## config.mk

```make
export PLATFORM = sky130hd
export DESIGN_NAME = ds_uart_rx_flat
export DESIGN_NICKNAME = d
export VERILOG_FILES = /design/src/rtl/ds_uart_pkg.sv /design/src/rtl/ds_uart_rx_if.sv /design/src/rtl/ds_rx_sync.sv /design/src/rtl/ds_uart_rx.sv /design/src/flat_wrapper.sv
export SDC_FILE = /design/constraint.sdc
export NUM_CORES = 1
export LEC_CHECK = 0
export BUFFER_PORTS_ARGS = -buffer_cell sky130_fd_sc_hd__buf_4
export CAP_MARGIN = 5
export CORE_ASPECT_RATIO = 0.5
export CORE_MARGIN = 4
export CORE_UTILIZATION = 53
export CTS_CLUSTER_DIAMETER = 150
export DETAILED_ROUTE_END_ITERATION = 10
export PLACE_DENSITY_LB_ADDON = 0.05
export SLEW_MARGIN = 25
export SYNTH_ARGS = -nofsm -noshare
export SYNTH_HDL_FRONTEND = slang
export SYNTH_SLANG_ARGS = --single-unit
```

## constraint.sdc

```tcl
create_clock -name clk -period 2.6 [get_ports clk]
set_clock_uncertainty 0.1 [all_clocks]
set_input_delay 0.52 -clock clk [delete_from_list [all_inputs] [get_ports clk]]
set_output_delay 0.52 -clock clk [all_outputs]
set_load 0.05 [all_outputs]
```

## src/rtl/ds_uart_pkg.sv

```systemverilog
// Shared types and constants for the DS2480B receive path.
package ds_uart_pkg;

    localparam int DS_BAUD_9600_CLKS = 5120;
    localparam int DS_UART_DATA_BITS = 8;

    typedef enum logic [2:0] {
        IDLE,
        START,
        DATA,
        STOP,
        WAIT_IDLE
    } ds_rx_state_t;

    function automatic logic maj3(input logic a, input logic b, input logic c);
        return (a & b) | (a & c) | (b & c);
    endfunction

endpackage

```

## src/rtl/ds_uart_rx_if.sv

```systemverilog
// Byte handshake between the UART receiver and the 1-Wire command controller.
interface ds_uart_rx_if;
    import ds_uart_pkg::*;

    logic [DS_UART_DATA_BITS-1:0] rx_data;
    logic                         rx_valid;
    logic                         rx_overrun;
    logic                         rx_frame_err;
    logic                         rx_busy;
    logic                         rx_ack;

    modport master (
        output rx_data, rx_valid, rx_overrun, rx_frame_err, rx_busy,
        input  rx_ack
    );

    modport slave (
        input  rx_data, rx_valid, rx_overrun, rx_frame_err, rx_busy,
        output rx_ack
    );
endinterface

```

## src/rtl/ds_rx_sync.sv

```systemverilog
// Two-flop synchronizer for the RXD pin with a registered falling-edge flag
// that is high in the same cycle the synchronized level first reads 0.
module ds_rx_sync (
    input  logic clk,
    input  logic reset,
    input  logic rxd,
    output logic sync,
    output logic fall
);
    logic meta_reg;
    logic sync_reg;
    logic fall_reg;

    always_ff @(posedge clk or posedge reset) begin
        if (reset) begin
            meta_reg <= 1'b1;
            sync_reg <= 1'b1;
            fall_reg <= 1'b0;
        end else begin
            meta_reg <= rxd;
            sync_reg <= meta_reg;
            fall_reg <= sync_reg & ~meta_reg;
        end
    end

    assign sync = sync_reg;
    assign fall = fall_reg;
endmodule

```

## src/rtl/ds_uart_rx.sv

```systemverilog
// 8N1 receiver for the DS2480B RXD line with valid/ack byte handshake.
// Define DS_UART_RX_MAJORITY_EN for 2-of-3 voting around each mid-bit point.
module ds_uart_rx
    import ds_uart_pkg::*;
#(
    parameter int CLKS_PER_BIT = DS_BAUD_9600_CLKS,
    parameter int CNT_W        = 13
) (
    input  logic            clk,
    input  logic            reset,
    input  logic            rxd,
    input  logic            enable,
    ds_uart_rx_if.master    rx
);
    localparam logic [CNT_W-1:0] BIT_LOAD  = CNT_W'(CLKS_PER_BIT - 1);
`ifdef DS_UART_RX_MAJORITY_EN
    // Decision point sits one clock past mid-bit so the mid+1 sample exists.
    localparam logic [CNT_W-1:0] HALF_LOAD = CNT_W'(CLKS_PER_BIT / 2);
`else
    localparam logic [CNT_W-1:0] HALF_LOAD = CNT_W'(CLKS_PER_BIT / 2 - 1);
`endif

    logic rxd_sync;
    logic rxd_fall;
    logic bit_val;

    ds_rx_sync u_sync (
        .clk   (clk),
        .reset (reset),
        .rxd   (rxd),
        .sync  (rxd_sync),
        .fall  (rxd_fall)
    );

`ifdef DS_UART_RX_MAJORITY_EN
    logic hist1_reg;
    logic hist2_reg;

    always_ff @(posedge clk or posedge reset) begin
        if (reset) begin
            hist1_reg <= 1'b1;
            hist2_reg <= 1'b1;
        end else begin
            hist1_reg <= rxd_sync;
            hist2_reg <= hist1_reg;
        end
    end

    assign bit_val = maj3(hist2_reg, hist1_reg, rxd_sync);
`else
    assign bit_val = rxd_sync;
`endif

    ds_rx_state_t                 state_reg;
    logic [CNT_W-1:0]             cnt_reg;
    logic [2:0]                   idx_reg;
    logic [DS_UART_DATA_BITS-1:0] shift_reg;
    logic [DS_UART_DATA_BITS-1:0] data_reg;
    logic                         valid_reg;
    logic                         overrun_reg;
    logic                         ferr_reg;
    logic                         busy_reg;
    logic                         expire;

    assign expire = (cnt_reg == '0);

    always_ff @(posedge clk or posedge reset) begin
        if (reset) begin
            state_reg   <= IDLE;
            cnt_reg     <= '0;
            idx_reg     <= 3'd0;
            shift_reg   <= '0;
            data_reg    <= '0;
            valid_reg   <= 1'b0;
            overrun_reg <= 1'b0;
            ferr_reg    <= 1'b0;
            busy_reg    <= 1'b0;
        end else begin
            ferr_reg <= 1'b0;
            if (rx.rx_ack) begin
                valid_reg   <= 1'b0;
                overrun_reg <= 1'b0;
            end
            if (!enable) begin
                state_reg <= IDLE;
                busy_reg  <= 1'b0;
            end else begin
                case (state_reg)
                    IDLE: begin
                        if (rxd_fall) begin
                            cnt_reg   <= HALF_LOAD;
                            state_reg <= START;
                            busy_reg  <= 1'b1;
                        end
                    end
                    START: begin
                        if (!expire) begin
                            cnt_reg <= cnt_reg - CNT_W'(1);
                        end else if (!bit_val) begin
                            cnt_reg   <= BIT_LOAD;
                            idx_reg   <= 3'd0;
                            state_reg <= DATA;
                        end else begin
                            state_reg <= IDLE;
                            busy_reg  <= 1'b0;
                        end
                    end
                    DATA: begin
                        if (!expire) begin
                            cnt_reg <= cnt_reg - CNT_W'(1);
                        end else begin
                            // Shift in at the top so the first (LSB) bit lands in bit 0.
                            shift_reg <= {bit_val, shift_reg[DS_UART_DATA_BITS-1:1]};
                            cnt_reg   <= BIT_LOAD;
                            if (idx_reg == 3'd7) begin
                                state_reg <= STOP;
                            end else begin
                                idx_reg <= idx_reg + 3'd1;
                            end
                        end
                    end
                    STOP: begin
                        if (!expire) begin
                            cnt_reg <= cnt_reg - CNT_W'(1);
                        end else if (bit_val) begin
                            data_reg  <= shift_reg;
                            valid_reg <= 1'b1;
                            if (valid_reg && !rx.rx_ack) begin
                                overrun_reg <= 1'b1;
                            end
                            state_reg <= IDLE;
                            busy_reg  <= 1'b0;
                        end else begin
                            ferr_reg  <= 1'b1;
                            state_reg <= WAIT_IDLE;
                        end
                    end
                    WAIT_IDLE: begin
                        // A break or stuck-low line must go high before a new start is accepted.
                        if (rxd_sync) begin
                            state_reg <= IDLE;
                            busy_reg  <= 1'b0;
                        end
                    end
                    default: begin
                        state_reg <= IDLE;
                        busy_reg  <= 1'b0;
                    end
                endcase
            end
        end
    end

    assign rx.rx_data      = data_reg;
    assign rx.rx_valid     = valid_reg;
    assign rx.rx_overrun   = overrun_reg;
    assign rx.rx_frame_err = ferr_reg;
    assign rx.rx_busy      = busy_reg;
endmodule

```

## src/flat_wrapper.sv

```systemverilog
// flat-port wrapper written by rule: the top's interface ports become plain ports
module ds_uart_rx_flat import ds_uart_pkg::*;
#(
    parameter int CLKS_PER_BIT = DS_BAUD_9600_CLKS,
    parameter int CNT_W        = 13
)
  (clk, reset, rxd, enable, rx_rx_data, rx_rx_valid, rx_rx_overrun, rx_rx_frame_err, rx_rx_busy, rx_rx_ack);
  ds_uart_rx_if rx_i ();
  input  logic clk;
  input  logic reset;
  input  logic rxd;
  input  logic enable;
  output wire logic [$bits(rx_i.rx_data)-1:0] rx_rx_data;
  output wire logic [$bits(rx_i.rx_valid)-1:0] rx_rx_valid;
  output wire logic [$bits(rx_i.rx_overrun)-1:0] rx_rx_overrun;
  output wire logic [$bits(rx_i.rx_frame_err)-1:0] rx_rx_frame_err;
  output wire logic [$bits(rx_i.rx_busy)-1:0] rx_rx_busy;
  input wire logic [$bits(rx_i.rx_ack)-1:0] rx_rx_ack;
  assign rx_rx_data = rx_i.rx_data;
  assign rx_rx_valid = rx_i.rx_valid;
  assign rx_rx_overrun = rx_i.rx_overrun;
  assign rx_rx_frame_err = rx_i.rx_frame_err;
  assign rx_rx_busy = rx_i.rx_busy;
  assign rx_i.rx_ack = rx_rx_ack;
  ds_uart_rx #(.CLKS_PER_BIT(CLKS_PER_BIT), .CNT_W(CNT_W)) u_core (.clk(clk), .reset(reset), .rxd(rxd), .enable(enable), .rx(rx_i));
endmodule
```

After elaboration in Yosys (flattened, before gate mapping)
Cells that the tools add are included.
Word-level totals
  output and inout bits: 12
  input bits: 5
  register bits after elaboration: 42
  logic and storage cells: 90
Operators by class
  equality and inequality tests: 20
  reductions and logical operators: 13
  mux-type cells: 41
  add/sub/neg operators: 2
  bitwise logic cells: 2
Operators by type and width (number)
  $mux 13: 5
  $pmux 13 s4: 1
  $mux 3: 12
  $mux 1: 19
  $ne 3x2->1 const B: 5
  $pmux 3 s5: 1
  $logic_not 13->1: 1
  $sub 13x1->13 const B: 1
  $reduce_and 6->1: 2
  $ne 2x2->1 const B: 5
  $ne 3x3->1 const B: 3
  $eq 3x2->1 const B: 2
  $eq 3x3->1 const B: 2
  $pmux 3 s2: 1
  $reduce_and 3->1: 2
  $reduce_and 5->1: 1
  $ne 2x1->1 const B: 2
  $pmux 1 s4: 1
  $reduce_and 4->1: 1
  $reduce_bool 4->1: 1
  $add 3x1->3 const B: 1
  $eq 3x1->1 const B: 1
  $logic_not 3->1: 1
  $mux 2: 1
  other kinds (6): 6

Depth between registers and ports, before layout
  word-level depth: 7
  mapped depth: 8
  gate-level depth less buffers: 6

Modules after synthesis
A second synthesis with hierarchy kept.
Unflattened totals
  cells, all modules: 182
  area, all modules: 2058.2 um^2
By module, submodules not included
  ds_uart_rx: instances 1, area each 1963.1 um^2, seq. area each 975.9 um^2, cells an instance 177
  ds_rx_sync: instances 1, area each 95.1 um^2, seq. area each 77.6 um^2, cells an instance 5

Worst setup path before layout
No wires, ideal clock.
  kind: register to register
  from: register u_core.cnt_reg[2]
  to: register u_core.data_reg[0], in the netlist u_core.rx.rx_data[0]
  buffers on the path: 0
  arrival: 2202 ps
  stages on the path, launching flop included: 5
  slack: 173 ps
  clock period less this slack: 2427 ps
  library setup time: 125 ps
  data required time: 2375 ps
  cell sequence: dfrtp_1 > or4_1 > or4_4 > nor4_4 > mux2_2
Between the ends
  word-level cells in the longest chain between the ends: 2
RTL lines
  start, declared: line ds_uart_rx.sv:55  | logic [CNT_W-1:0] cnt_reg;
  start signal, assigned: line ds_uart_rx.sv:98  | cnt_reg <= cnt_reg - CNT_W'(1);
  start signal, assigned: line ds_uart_rx.sv:110  | cnt_reg <= cnt_reg - CNT_W'(1);
  start signal, assigned: line ds_uart_rx.sv:124  | cnt_reg <= cnt_reg - CNT_W'(1);
  $logic_not 13->1: line ds_uart_rx.sv:65  | assign expire = (cnt_reg == '0);
  $reduce_and 4->1 (no source line)
  end signal, assigned: line ds_uart_rx.sv:126  | data_reg <= shift_reg;
  end, declared: line ds_uart_rx.sv:58  | logic [DS_UART_DATA_BITS-1:0] data_reg;
Every way passes these cells.
A chain may end at the register's enable or synchronous reset.

Final worst setup path
  from: register u_core.cnt_reg[2]
  to: register u_core.data_reg[4], in the netlist u_core.rx.rx_data[4]
Same word-level chain as after synthesis.

==> results_dict.tcl <==
set metrics [dict create \
    status "finished clean" \
    cts_resized 0 \
    post_cts_buffers 0 \
    syn_nets 213 \
    fin_crit_sh_pct 94.53 \
    tightest_slew_ns 0.5337 \
    startpoint_type "flip-flop" \
    crit_path_end_kind "flip-flop" \
    cts_hold_buf 0 \
    drtAntennaViolNets 0 \
    syn_avg_cell_area_um2 10.79 \
    die_h_um 53.57 \
    seqPwrFrac_pct 46.7 \
    layout_setup_ws_ns 0.1422 \
    period_needed_ns 2.458 \
    drv_slew 0 \
    n_antenna_cell 0 \
    clock_sinks 42 \
    synth_edf_count 0 \
    synthMuxAreaShare_pct 9.608 \
    grt-ovfl-total 0 \
    htreeDepth 2 \
    grt_max_degree 43 \
    pwr-share-clk_pct 32.0 \
    numCtsBuffers 5 \
    drtPass1Iterations 4 \
    io_pins 17 \
    synth.distinct_cells 51 \
    gp_congestion 0.8955 \
    grt_pass1_vias 1680 \
    timing.rr.start "u_core.cnt_reg[2]$_DFFE_PP0P_" \
    switching_share_pct 31.34 \
    p_sw_uw 511.0 \
    vias 1738 \
    yosysSeqAreaShare_pct 47.87 \
    p_comb_share_pct 21.3 \
    fin_nets 241 \
    synth_fa_ha_area_share_pct 2.274 \
    clockBufferDepth 2 \
    cts_tree "yes" \
    fmax_mhz 406.9 \
    grt_pass1_wl_um 8162 \
    synth_compound_area_share_pct 19.10 \
    synthArstFlopShare_pct 100.0 \
    die_w_um 99.13 \
    hold_path_class "in2reg" \
    synthToLayoutAreaGrowth_pct 17.34 \
    synthFlopType "dfrtp_1" \
    setup_viol 0 \
    hold_violations 0 \
    relSlewSlack_pct 64.42 \
    coreArea_um2 3944 \
    place_hpwl_um 3286 \
    hold_start "rxd" \
    path_cells "or4_1 -> or4_4 -> nor4_4 -> buf_4 -> mux2_2" \
    grt_usage_pct 19.81 \
    routed_wl_um 4846 \
    worst_path_max_delay_cell "or4_1" \
    drc 0 \
    synth-seq-cells 42 \
    cp-startpoint "u_core.cnt_reg[2]$_DFFE_PP0P_" \
    clkLatencyLatePin_ns 0.30 \
    initial_core_util_pct 55.81 \
    rows 16 \
    fin_tns_setup_ns 0 \
    largest_register_ffs 13 \
    synth_xor_area_share_pct 0.3980 \
    crit_arrival_ns 2.54 \
    rsz0062_at_grt "false" \
    pre_cts_ws_ns 0.1556 \
    io_buffers 16 \
    antenna_found_initial 0 \
    crit_type "reg2reg" \
    cp.required_ns 2.69 \
    power.density_nw_per_um2 631.3 \
    die_area_um2 5310 \
    drive_gt1_share_pct 29.18 \
    root_buffer "clkbuf_8" \
    vdd_drop_max_mv 0.3601 \
    fill_cells 312 \
    drt_iter0_drc 80 \
    wl_per_cell_um 16.89 \
    path_clk_slew_ns 0.08 \
    yosysWarnings 0 \
    internal-power_mw 1.119 \
    syn_area_um2 2201 \
    viasPerCell 6.056 \
    critical_path.max_fanout 10 \
    synthSimpleGateAreaFrac_pct 16.03 \
    cap_violations 0 \
    slowest_delay_ns 0.53 \
    power_mw 1.630 \
    syn_inst 204 \
    p_leak_nw 1.169 \
    synth_top_family_by_area "compound AO/OA/AOI/OAI gates" \
]
==> power groups by stage <==
stage                     Combinational, mW  Clock (mW)  Sequential, mW
after floorplan                       0.209           0           0.774
after global placement                0.336           0           0.764
after detailed placement              0.338           0           0.770
after CTS                             0.343       0.532           0.759
after global routing                  0.381       0.564           0.767
final                                 0.348       0.521           0.761
==> synth_stat cells (2+ instances only) <==
| master | number | share of area, % |
|---|---|---|
| a2111oi_0 | 2 | 0.80 |
| a211oi_1 | 6 | 2.0 |
| nor3_1 | 5 | 1.1 |
| o221ai_1 | 2 | 0.80 |
| dfstp_2 | 2 | 2.4 |
| nor4_2 | 2 | 1.1 |
| nand2_1 | 4 | 0.68 |
| nand2b_1 | 4 | 1.1 |
| nor4_1 | 4 | 1.1 |
| nor2_1 | 13 | 2.2 |
| o21a_1 | 2 | 0.68 |
| mux2i_1 | 2 | 0.91 |
| a41o_1 | 4 | 1.8 |
| clkbuf_1 | 11 | 1.9 |
| mux2_2 | 17 | 8.7 |
| or2_2 | 2 | 0.57 |
| a21oi_1 | 2 | 0.45 |
| nor4b_1 | 2 | 0.80 |
| ha_1 | 4 | 2.3 |
| dfrtp_1 | 40 | 45 |
| a31oi_1 | 3 | 0.85 |
| nor2b_1 | 4 | 1.1 |
| or3_1 | 3 | 0.85 |
| o31ai_1 | 11 | 3.8 |
| buf_2 | 2 | 0.45 |
| inv_1 | 14 | 2.4 |
| nand3_1 | 4 | 0.91 |
| o2bb2ai_1 | 2 | 0.80 |
| o21ai_0 | 5 | 1.1 |
| or4_1 | 5 | 1.7 |
==> layout by cell type, fill, tap and decap left out, drive strengths merged, types with 2 or more instances in the layout <==
master,instances
dfrtp,40
buf,34
mux2,17
inv,14
nor2,13
o31ai,11
nor4,7
a211oi,6
or4,6
o21ai,6
clkbuf,6
nor3,5
nand2b,4
nand3,4
nor2b,4
nand2,4
a41o,4
ha,4
or3,3
a31oi,3
or2,2
o21a,2
o221ai,2
o2bb2ai,2
mux2i,2
a21oi,2
a2111oi,2
nor4b,2
dfstp,2
o41ai,2
==> path summary, 6_finish.rpt <==
kind                                               endpoint  slack, ns  cells after the start
max                        u_core.rx.rx_data[4]$_DFFE_PP0P_       0.14                      5
min                        u_core.u_sync.meta_reg$_DFF_PP1_       0.22                      1
max reg2reg                u_core.rx.rx_data[4]$_DFFE_PP0P_       0.14                      5
min reg2reg                    u_core.u_sync.sync$_DFF_PP1_       0.27                      0
max in group asynchronous      u_core.u_sync.sync$_DFF_PP1_       1.78                      3
min in group asynchronous      u_core.u_sync.fall$_DFF_PP0_       0.24                      3
==> metal layers <==
metal	track usage [%]	vias up	part of all wire, %	wire length [µm]
met5	0	-	0	0
met4	7.483	0	1.6	76
met3	5.175	10	6.8	328
met2	31.56	51	44	2148
met1	26.53	845	47	2292
li1	-	832	-	-
==> per-stage QoR <==
stage          area, µm²  instances  hold WS [ns]  utilization, %
5_1_grt             2582        287        0.2084           65.48
6_report            2582        287        0.2231           65.48
2_1_floorplan       2201        204        0.2541               -
3_3_place_gp        2472        279        0.2555           62.69
3_5_place_dp        2472        279        0.2601           62.69
4_1_cts             2582        287        0.2181           65.48
==> final cells by class <==
cell class	count	area [µm²]	share of cell area [%]
flip-flops and latches	42	1054	40.79
inverters	14	52.55	2.035
clock inverters	2	37.54	1.453
repair buffers	34	255.2	9.884
clock buffers	6	72.57	2.810
multi-input cells	135	1044	40.41
well taps	54	67.56	2.616
==> kinds of logic (layout without fill, tap and decap cells) <==
logic type                 Yosys count  count (layout)
AOI/OAI and AO/OA                   54              54
xor gates and xnor gates             1               1
adders and majority gates            4               4
buffers and inverters               27              56
DFF                                 42              42
muxes                               19              19
and+or+nand+nor                     57              57
==> worst max-delay path, delay by kind of cell, from the launching register on <==
family        cells  cell delay [ns]
simple gates      3             1.23
buf+inv           1             0.22
mux               1             0.35
flops             1             0.45
Note: power is estimated with default switching activity, not from simulation.
